$ cat config.mk
export PLATFORM = sky130hd
export DESIGN_NAME = mfp_ahb_lite_timer
export DESIGN_NICKNAME = d
export VERILOG_FILES = /design/src/rtl/mfp_ahb_lite_timer.sv
export SDC_FILE = /design/constraint.sdc
export NUM_CORES = 1
export LEC_CHECK = 0
export CAP_MARGIN = 20
export CELL_PAD_IN_SITES_DETAIL_PLACEMENT = 1
export CELL_PAD_IN_SITES_GLOBAL_PLACEMENT = 1
export CORE_UTILIZATION = 31
export CTS_CLUSTER_DIAMETER = 80
export CTS_CLUSTER_SIZE = 40
export DETAILED_ROUTE_END_ITERATION = 8
export GPL_ROUTABILITY_DRIVEN = 0
export PLACE_DENSITY = 0.75
export SYNTH_ARGS = -nofsm -noshare
export SYNTH_HDL_FRONTEND = slang
export SYNTH_SLANG_ARGS = --single-unit
$ cat constraint.sdc
create_clock -name HCLK -period 3.7 [get_ports HCLK]
set_input_delay 0.74 -clock HCLK [delete_from_list [all_inputs] [get_ports HCLK]]
set_output_delay 0.74 -clock HCLK [all_outputs]
set_load 0.02 [all_outputs]
$ cat src/rtl/mfp_ahb_lite_timer.sv
// mfp_ahb_lite_timer: zero-wait AHB-Lite timer/counter with compare match, overflow and level IRQ.
// Optional prescaler enabled by defining MFP_TIMER_PRESCALER_EN.
module mfp_ahb_lite_timer #(
  parameter int COUNT_WIDTH    = 32,
  parameter int PRESCALE_WIDTH = 16
) (
  input  logic        HCLK,
  input  logic        HRESETn,
  input  logic [31:0] HADDR,
  input  logic [2:0]  HBURST,
  input  logic        HMASTLOCK,
  input  logic [3:0]  HPROT,
  input  logic        HSEL,
  input  logic [2:0]  HSIZE,
  input  logic [1:0]  HTRANS,
  input  logic [31:0] HWDATA,
  input  logic        HWRITE,
  output logic [31:0] HRDATA,
  output logic        HREADY,
  output logic        HRESP,
  input  logic        SI_Endian,
  output logic        TIMER_IRQ
);
  logic [2:0] addr_q;
  logic write_q, valid_q, we, tick, run, hit, reload;
  logic [3:0] ctrl;
  logic match, ovf, clr_match, clr_ovf;
  logic [COUNT_WIDTH-1:0] count, compare;
  logic [31:0] psc_rd, reg_val;
  logic unused_ok;

  assign unused_ok = ^{HADDR[31:5], HADDR[1:0], HBURST, HMASTLOCK, HPROT, HSIZE, HTRANS[0], SI_Endian};
  assign HREADY = 1'b1;
  assign HRESP = 1'b0;
  assign we = valid_q & write_q;

  always_ff @(posedge HCLK or negedge HRESETn)
    if (!HRESETn) begin
      addr_q  <= '0;
      write_q <= 1'b0;
      valid_q <= 1'b0;
    end else begin
      addr_q  <= HADDR[4:2];
      write_q <= HWRITE;
      valid_q <= HSEL & HTRANS[1];
    end

`ifdef MFP_TIMER_PRESCALER_EN
  logic [PRESCALE_WIDTH-1:0] prescale, psc_cnt;
  logic we_psc;
  assign we_psc = we && addr_q == 3'd4;
  assign tick = psc_cnt == prescale;
  assign psc_rd = 32'(prescale);
  always_ff @(posedge HCLK or negedge HRESETn)
    if (!HRESETn) begin
      prescale <= '0;
      psc_cnt  <= '0;
    end else begin
      if (we_psc) prescale <= HWDATA[PRESCALE_WIDTH-1:0];
      psc_cnt <= (!ctrl[0] || we_psc || tick) ? '0 : psc_cnt + 1'b1;
    end
`else
  logic [PRESCALE_WIDTH-1:0] unused_prescale;
  assign unused_prescale = '0;
  assign tick = 1'b1;
  assign psc_rd = '0;
`endif

  assign run = ctrl[0] & tick;
  assign hit = count == compare;
  assign reload = hit & ctrl[1];
  assign clr_match = we && addr_q == 3'd1 && HWDATA[0];
  assign clr_ovf = we && addr_q == 3'd1 && HWDATA[1];

  // Set events win over W1C clears; a COUNT write wins over the tick update.
  always_ff @(posedge HCLK or negedge HRESETn)
    if (!HRESETn) begin
      ctrl    <= '0;
      match   <= 1'b0;
      ovf     <= 1'b0;
      count   <= '0;
      compare <= '1;
    end else begin
      if (we && addr_q == 3'd0) ctrl <= HWDATA[3:0];
      if (we && addr_q == 3'd3) compare <= HWDATA[COUNT_WIDTH-1:0];
      match <= (run & hit) | (match & ~clr_match);
      ovf   <= (run & (&count) & ~reload) | (ovf & ~clr_ovf);
      count <= (we && addr_q == 3'd2) ? HWDATA[COUNT_WIDTH-1:0] :
               run ? (reload ? '0 : count + 1'b1) : count;
    end

  assign reg_val = addr_q == 3'd0 ? {28'b0, ctrl} :
                   addr_q == 3'd1 ? {30'b0, ovf, match} :
                   addr_q == 3'd2 ? 32'(count) :
                   addr_q == 3'd3 ? 32'(compare) :
                   addr_q == 3'd4 ? psc_rd : '0;
  assign HRDATA = (valid_q & ~write_q) ? reg_val : '0;
  assign TIMER_IRQ = (match & ctrl[2]) | (ovf & ctrl[3]);
endmodule

Word level (Yosys, flattened, before mapping)
Index checks and enable logic that the tools add are counted.
{ "word_totals": {"ff_bits": 75, "inputBits": 82} }
{ "classes": {"add_sub_neg": 1, "n_eq_ne": 4, "n_mux": 8, "bitwise_logic": 18, "n_reduce_logical": 9} }
{ "ops": {"columns": ["operator", "count"], "rows": [
  ["$mux 32", 8],
  ["$add 32x1->32 const B", 1],
  ["$eq 32x32->1", 1],
  ["$reduce_and 32->1", 1],
  ["$and 1x1->1", 11],
  ["$eq 3x2->1 const B", 2],
  ["$logic_and 1x1->1", 6],
  ["$not 1->1", 4],
  ["$eq 3x1->1 const B", 1],
  ["$logic_not 3->1", 1],
  ["$or 1x1->1", 3],
  ["$reduce_bool 2->1", 1]
]} }

Longest topological paths before layout
{ "depth": {"word_depth": 6, "ltp_mapped": 8, "depth_no_buf": 7} }

Least setup slack after synthesis
Ideal clock, no wire load.
{ "synth_timing": {"path_type": "register to output", "start": "reg addr_q[2]", "end": "out HRDATA[11]", "arrival_ns": 1.748, "setup_slack_ns": 1.212, "stages_incl_launch_ff": 7, "path_cell_list": "dfrtp_1 > clkbuf_1 > nor3b_1 > clkbuf_1 > clkbuf_1 > a22oi_1 > nor2_1"} }
{ "synth_via": {"elab_chain_cells": 6, "word_cells_on_any_way": 9} }
{ "synth_lines": {"columns": ["item", "line", "source"], "rows": [
  ["start: declaration", "24", "logic [2:0] addr_q;"],
  ["start signal: assignment", "43", "addr_q <= HADDR[4:2];"],
  ["$eq 3x2->1", "95", "addr_q == 3'd3 ? 32'(compare) :"],
  ["$mux 32", "95", null],
  ["$mux 32", "94", "addr_q == 3'd2 ? 32'(count) :"],
  ["$mux 32", "93", "addr_q == 3'd1 ? {30'b0, ovf, match} :"],
  ["$mux 32 *", "92", "assign reg_val = addr_q == 3'd0 ? {28'b0, ctrl} :"],
  ["$mux 32 *", "97", "assign HRDATA = (valid_q & ~write_q) ? reg_val : '0;"],
  ["end: declaration", "18", "output logic [31:0] HRDATA,"]
]} }
Every way passes the cells marked *; elsewhere a longest branch is shown, timed or not.

Final worst setup path
{ "layout_timing": {"start": "reg addr_q[1]", "end": "out HRDATA[11]"} }
Same word-level chain as after synthesis.

==> impl_metrics.env <==
export IMPL_status="complete, but fails checks"
export IMPL_violations="design-rule violations"
export IMPL_synth_edf_count=0
export IMPL_hold_end="ovf"
export IMPL_grt_start_max_net_pins=76
export IMPL_p_seq_share_pct=42.0
export IMPL_ys_seq_area_share_pct=40.9
export IMPL_critPathCaptureType="output pin"
export IMPL_worst_pin_slew_ns=0.989
export IMPL_ant_nets=0
export IMPL_slew_headroom_pct=34.1
export IMPL_dpl_instance_area_um2=5530
export IMPL_grt_pass1_wl_um=24000
export IMPL_syn_cell_area_um2=4690
export IMPL_grt_usage_pct=19.6
export IMPL_cap_violations=0
export IMPL_vdd_drop_max_mv=0.224
export IMPL_cp_required_ns=2.96
export IMPL_diodes=0
export IMPL_skew_ns=0.00814
export IMPL_route_detailed_drc=8
export IMPL_grt_pass1_vias=4531
export IMPL_reg2regPathDepth=7
export IMPL_postSynthAreaPerCell_um2=9.40
export IMPL_dr_max_layer_used="met4"
export IMPL_setup_tns_ns=0
export IMPL_synthCells=499
export IMPL_synthesis_nets=582
export IMPL_yosys_warnings=0
export IMPL_ctsResizeCount=0
export IMPL_power_density_nw_per_um2=515
export IMPL_r2r_end="count[31]"
export IMPL_start_util_pct=32.0
export IMPL_drv_slew=0
export IMPL_internal_power_mw=2.07
export IMPL_p_leak_nw=2.12
export IMPL_swShare_pct=31.6
export IMPL_drt_iter0_drc=216
export IMPL_synth_async_reset_ratio_pct=100
export IMPL_path_class="reg2out"
export IMPL_drive_gt1_share_pct=20.2
export IMPL_p_comb_share_pct=23.1
export IMPL_p_switching_mw=0.957
export IMPL_die_h_um=125
export IMPL_path_clk_slew_ns=0.06
export IMPL_firstDrtPassIters=7
export IMPL_ff2ff_setup_slack_ns=0.94
export IMPL_wl_met1_um=6680
export IMPL_cts_sinks=75
export IMPL_rsz0062_at_grt="no"
export IMPL_routed_via_density=5.56
export IMPL_clock_fmax_mhz=312
export IMPL_port_buffers=72
export IMPL_rows=44
export IMPL_stdcell_area_um2=5880
export IMPL_root_buffer="clkbuf_16"
export IMPL_core_um2=14600
export IMPL_io_pins=117
export IMPL_fin_crit_sh_pct=86.5
export IMPL_dr_total_vias=4108
export IMPL_synth_ff_latch_count=75
export IMPL_drt_wl_total_um=14600
export IMPL_worstPathMaxFanout=16
export IMPL_cts_htree_levels=3
export IMPL_finalSetupViolations=0
export IMPL_total_power_mw=3.03
export IMPL_hold_violations=0
export IMPL_period_needed_ns=3.20
export IMPL_synth_cell_types=50
export IMPL_min_path_cells=2
export IMPL_wl_met2_um=7000
export IMPL_power_share_clock_pct=34.8
export IMPL_nFillCells=1691
export IMPL_area_delta_synth_final_pct=25.4
export IMPL_grt_overflow=0
export IMPL_yosys_most_used_dff="dfrtp_1"
export IMPL_die_area_um2=15600
export IMPL_clk_path_buf_depth=2
export IMPL_layout_nets=633
export IMPL_setup_worst_path_start_class="flop"
export IMPL_hp_start="ovf"
export IMPL_cts_setup_buffers=0
export IMPL_cp_arrival_ns=2.46
export IMPL_met3_length_um=553
export IMPL_die_w_um=125
export IMPL_antenna_found_initial=0
export IMPL_hp_class="reg2reg"
export IMPL_wire_per_inst_um=19.7
export IMPL_timing_rr_start="addr_q[1]"
export IMPL_hpwl_um=10100
export IMPL_clk_latency_ns=0.35
export IMPL_tritoncts="yes"
export IMPL_ctsHoldBuffers=0
export IMPL_cts_buffers=9
## power by group through the flow
| stage | Clock (mW) | Combinational [mW] | Sequential [mW] |
|---|---|---|---|
| floorplan | 0 | 0.547 | 1.17 |
| global placement | 0 | 0.673 | 1.26 |
| detailed placement | 0 | 0.696 | 1.28 |
| CTS | 1.06 | 0.705 | 1.27 |
| global route | 1.09 | 0.768 | 1.31 |
| finish | 1.06 | 0.701 | 1.27 |
## final cells by class
type	count	area [µm²]	area share [%]
clock buffer	12	256	4.36
clock inverter	4	97.6	1.66
inverter	4	15.0	0.255
multi-input combinational	376	2550	43.5
sequential	75	1920	32.6
tap	184	230	3.92
timing repair buffer	84	808	13.7
## cell usage after synthesis, types with 2 or more instances
library cell	instances	area (µm²)
a31oi_1	10	62.6
buf_4	5	37.5
nand4_1	30	188
xor2_1	8	70.1
o31ai_1	2	15.0
nor4_4	2	42.5
nand3_1	15	75.1
nor2_1	66	248
a22oi_1	28	210
mux2_2	36	405
o21ai_1	2	10.0
o311ai_0	8	70.1
inv_1	4	15.0
mux4_2	2	45.0
xnor2_1	35	307
clkbuf_2	2	10.0
or3_1	7	43.8
conb_1	2	7.51
nor4_1	6	37.5
o21ai_0	11	55.1
a41oi_2	2	32.5
mux2i_1	2	20.0
dfrtp_1	43	1080
clkbuf_1	21	78.8
and3_1	17	106
buf_6	2	22.5
dfstp_2	32	841
nand2b_1	2	12.5
a211oi_1	7	52.6
buf_2	13	65.1
nor3_1	19	95.1
a21oi_1	11	55.1
nor2b_1	3	18.8
and2_1	2	12.5
nand2_1	27	101
## routing by layer
metal  up-vias  GRT usage (%)
met5         -              0
met4         0           8.97
met3        21           2.14
met2       102           32.0
met1      2064           26.1
li1       1921              -
## flip-flops by register name (all words and copies together) (netlist names)
name     cells
compare     32
count       32
ctrl         4
addr_q       3
match        1
ovf          1
valid_q      1
write_q      1
## critical path, cell delays in order (launching register included)
cell             delay, ns
dfrtp_1               0.61
nand2_1               0.18
nor2_2                0.17
buf_4                 0.27
a22oi_1               0.16
nor2_1                0.11
clkdlybuf4s50_1       0.61
## kinds of logic (layout without fill, tap and decap cells)
group	after synthesis	count (layout)	synth area share, %
muxes	40	40	10.0
and+or+nand+nor	204	204	22.7
xor gates and xnor gates	43	43	8.03
AOI/OAI and AO/OA	86	86	12.9
other	2	2	0.160
buffers and inverters	48	104	4.96
adders and majority gates	1	1	0.267
DFF	75	75	40.9
## layout by cell type, fill, tap and decap left out, types with 4 or more instances in the layout
cell type        instances
o21ai_0                 11
dfstp_2                 32
nand3_1                 15
nand2_1                 27
buf_4                   13
a31oi_1                 10
nor3_1                  18
nor4_1                   6
clkdlybuf4s50_1         71
mux2_2                  36
and3_1                  17
a21oi_1                 11
xnor2_1                 35
dfrtp_1                 43
a22oi_1                 28
clkbuf_16                9
or3_1                    7
o311ai_0                 8
a211oi_1                 7
nand4_1                 30
xor2_1                   8
nor2_1                  65
inv_1                    4
## how the worst max path moves through the flow
stage                   start         end  slack, ns  cells after the start
finish              addr_q[1]  HRDATA[11]       0.50                      6
detailed placement  addr_q[1]   HRDATA[4]       0.81                      4
CTS                 addr_q[1]   HRDATA[4]       0.45                      4
floorplan           addr_q[2]  HRDATA[11]       1.21                      6
global route        addr_q[1]   HRDATA[4]       0.33                      4
global placement    addr_q[1]   HRDATA[4]       0.86                      4
## stage by stage
stage	worst slack, ns	hold WS, ns	std cells	utilization, %
3_3_place_gp	0.857	0.500	723	37.7
3_5_place_dp	0.814	0.512	723	37.7
4_1_cts	0.447	0.533	739	40.1
2_1_floorplan	1.21	0.444	499	-
5_1_grt	0.332	0.566	739	40.1
6_report	0.498	0.520	739	40.1
Power figures use the tool's default switching activity.
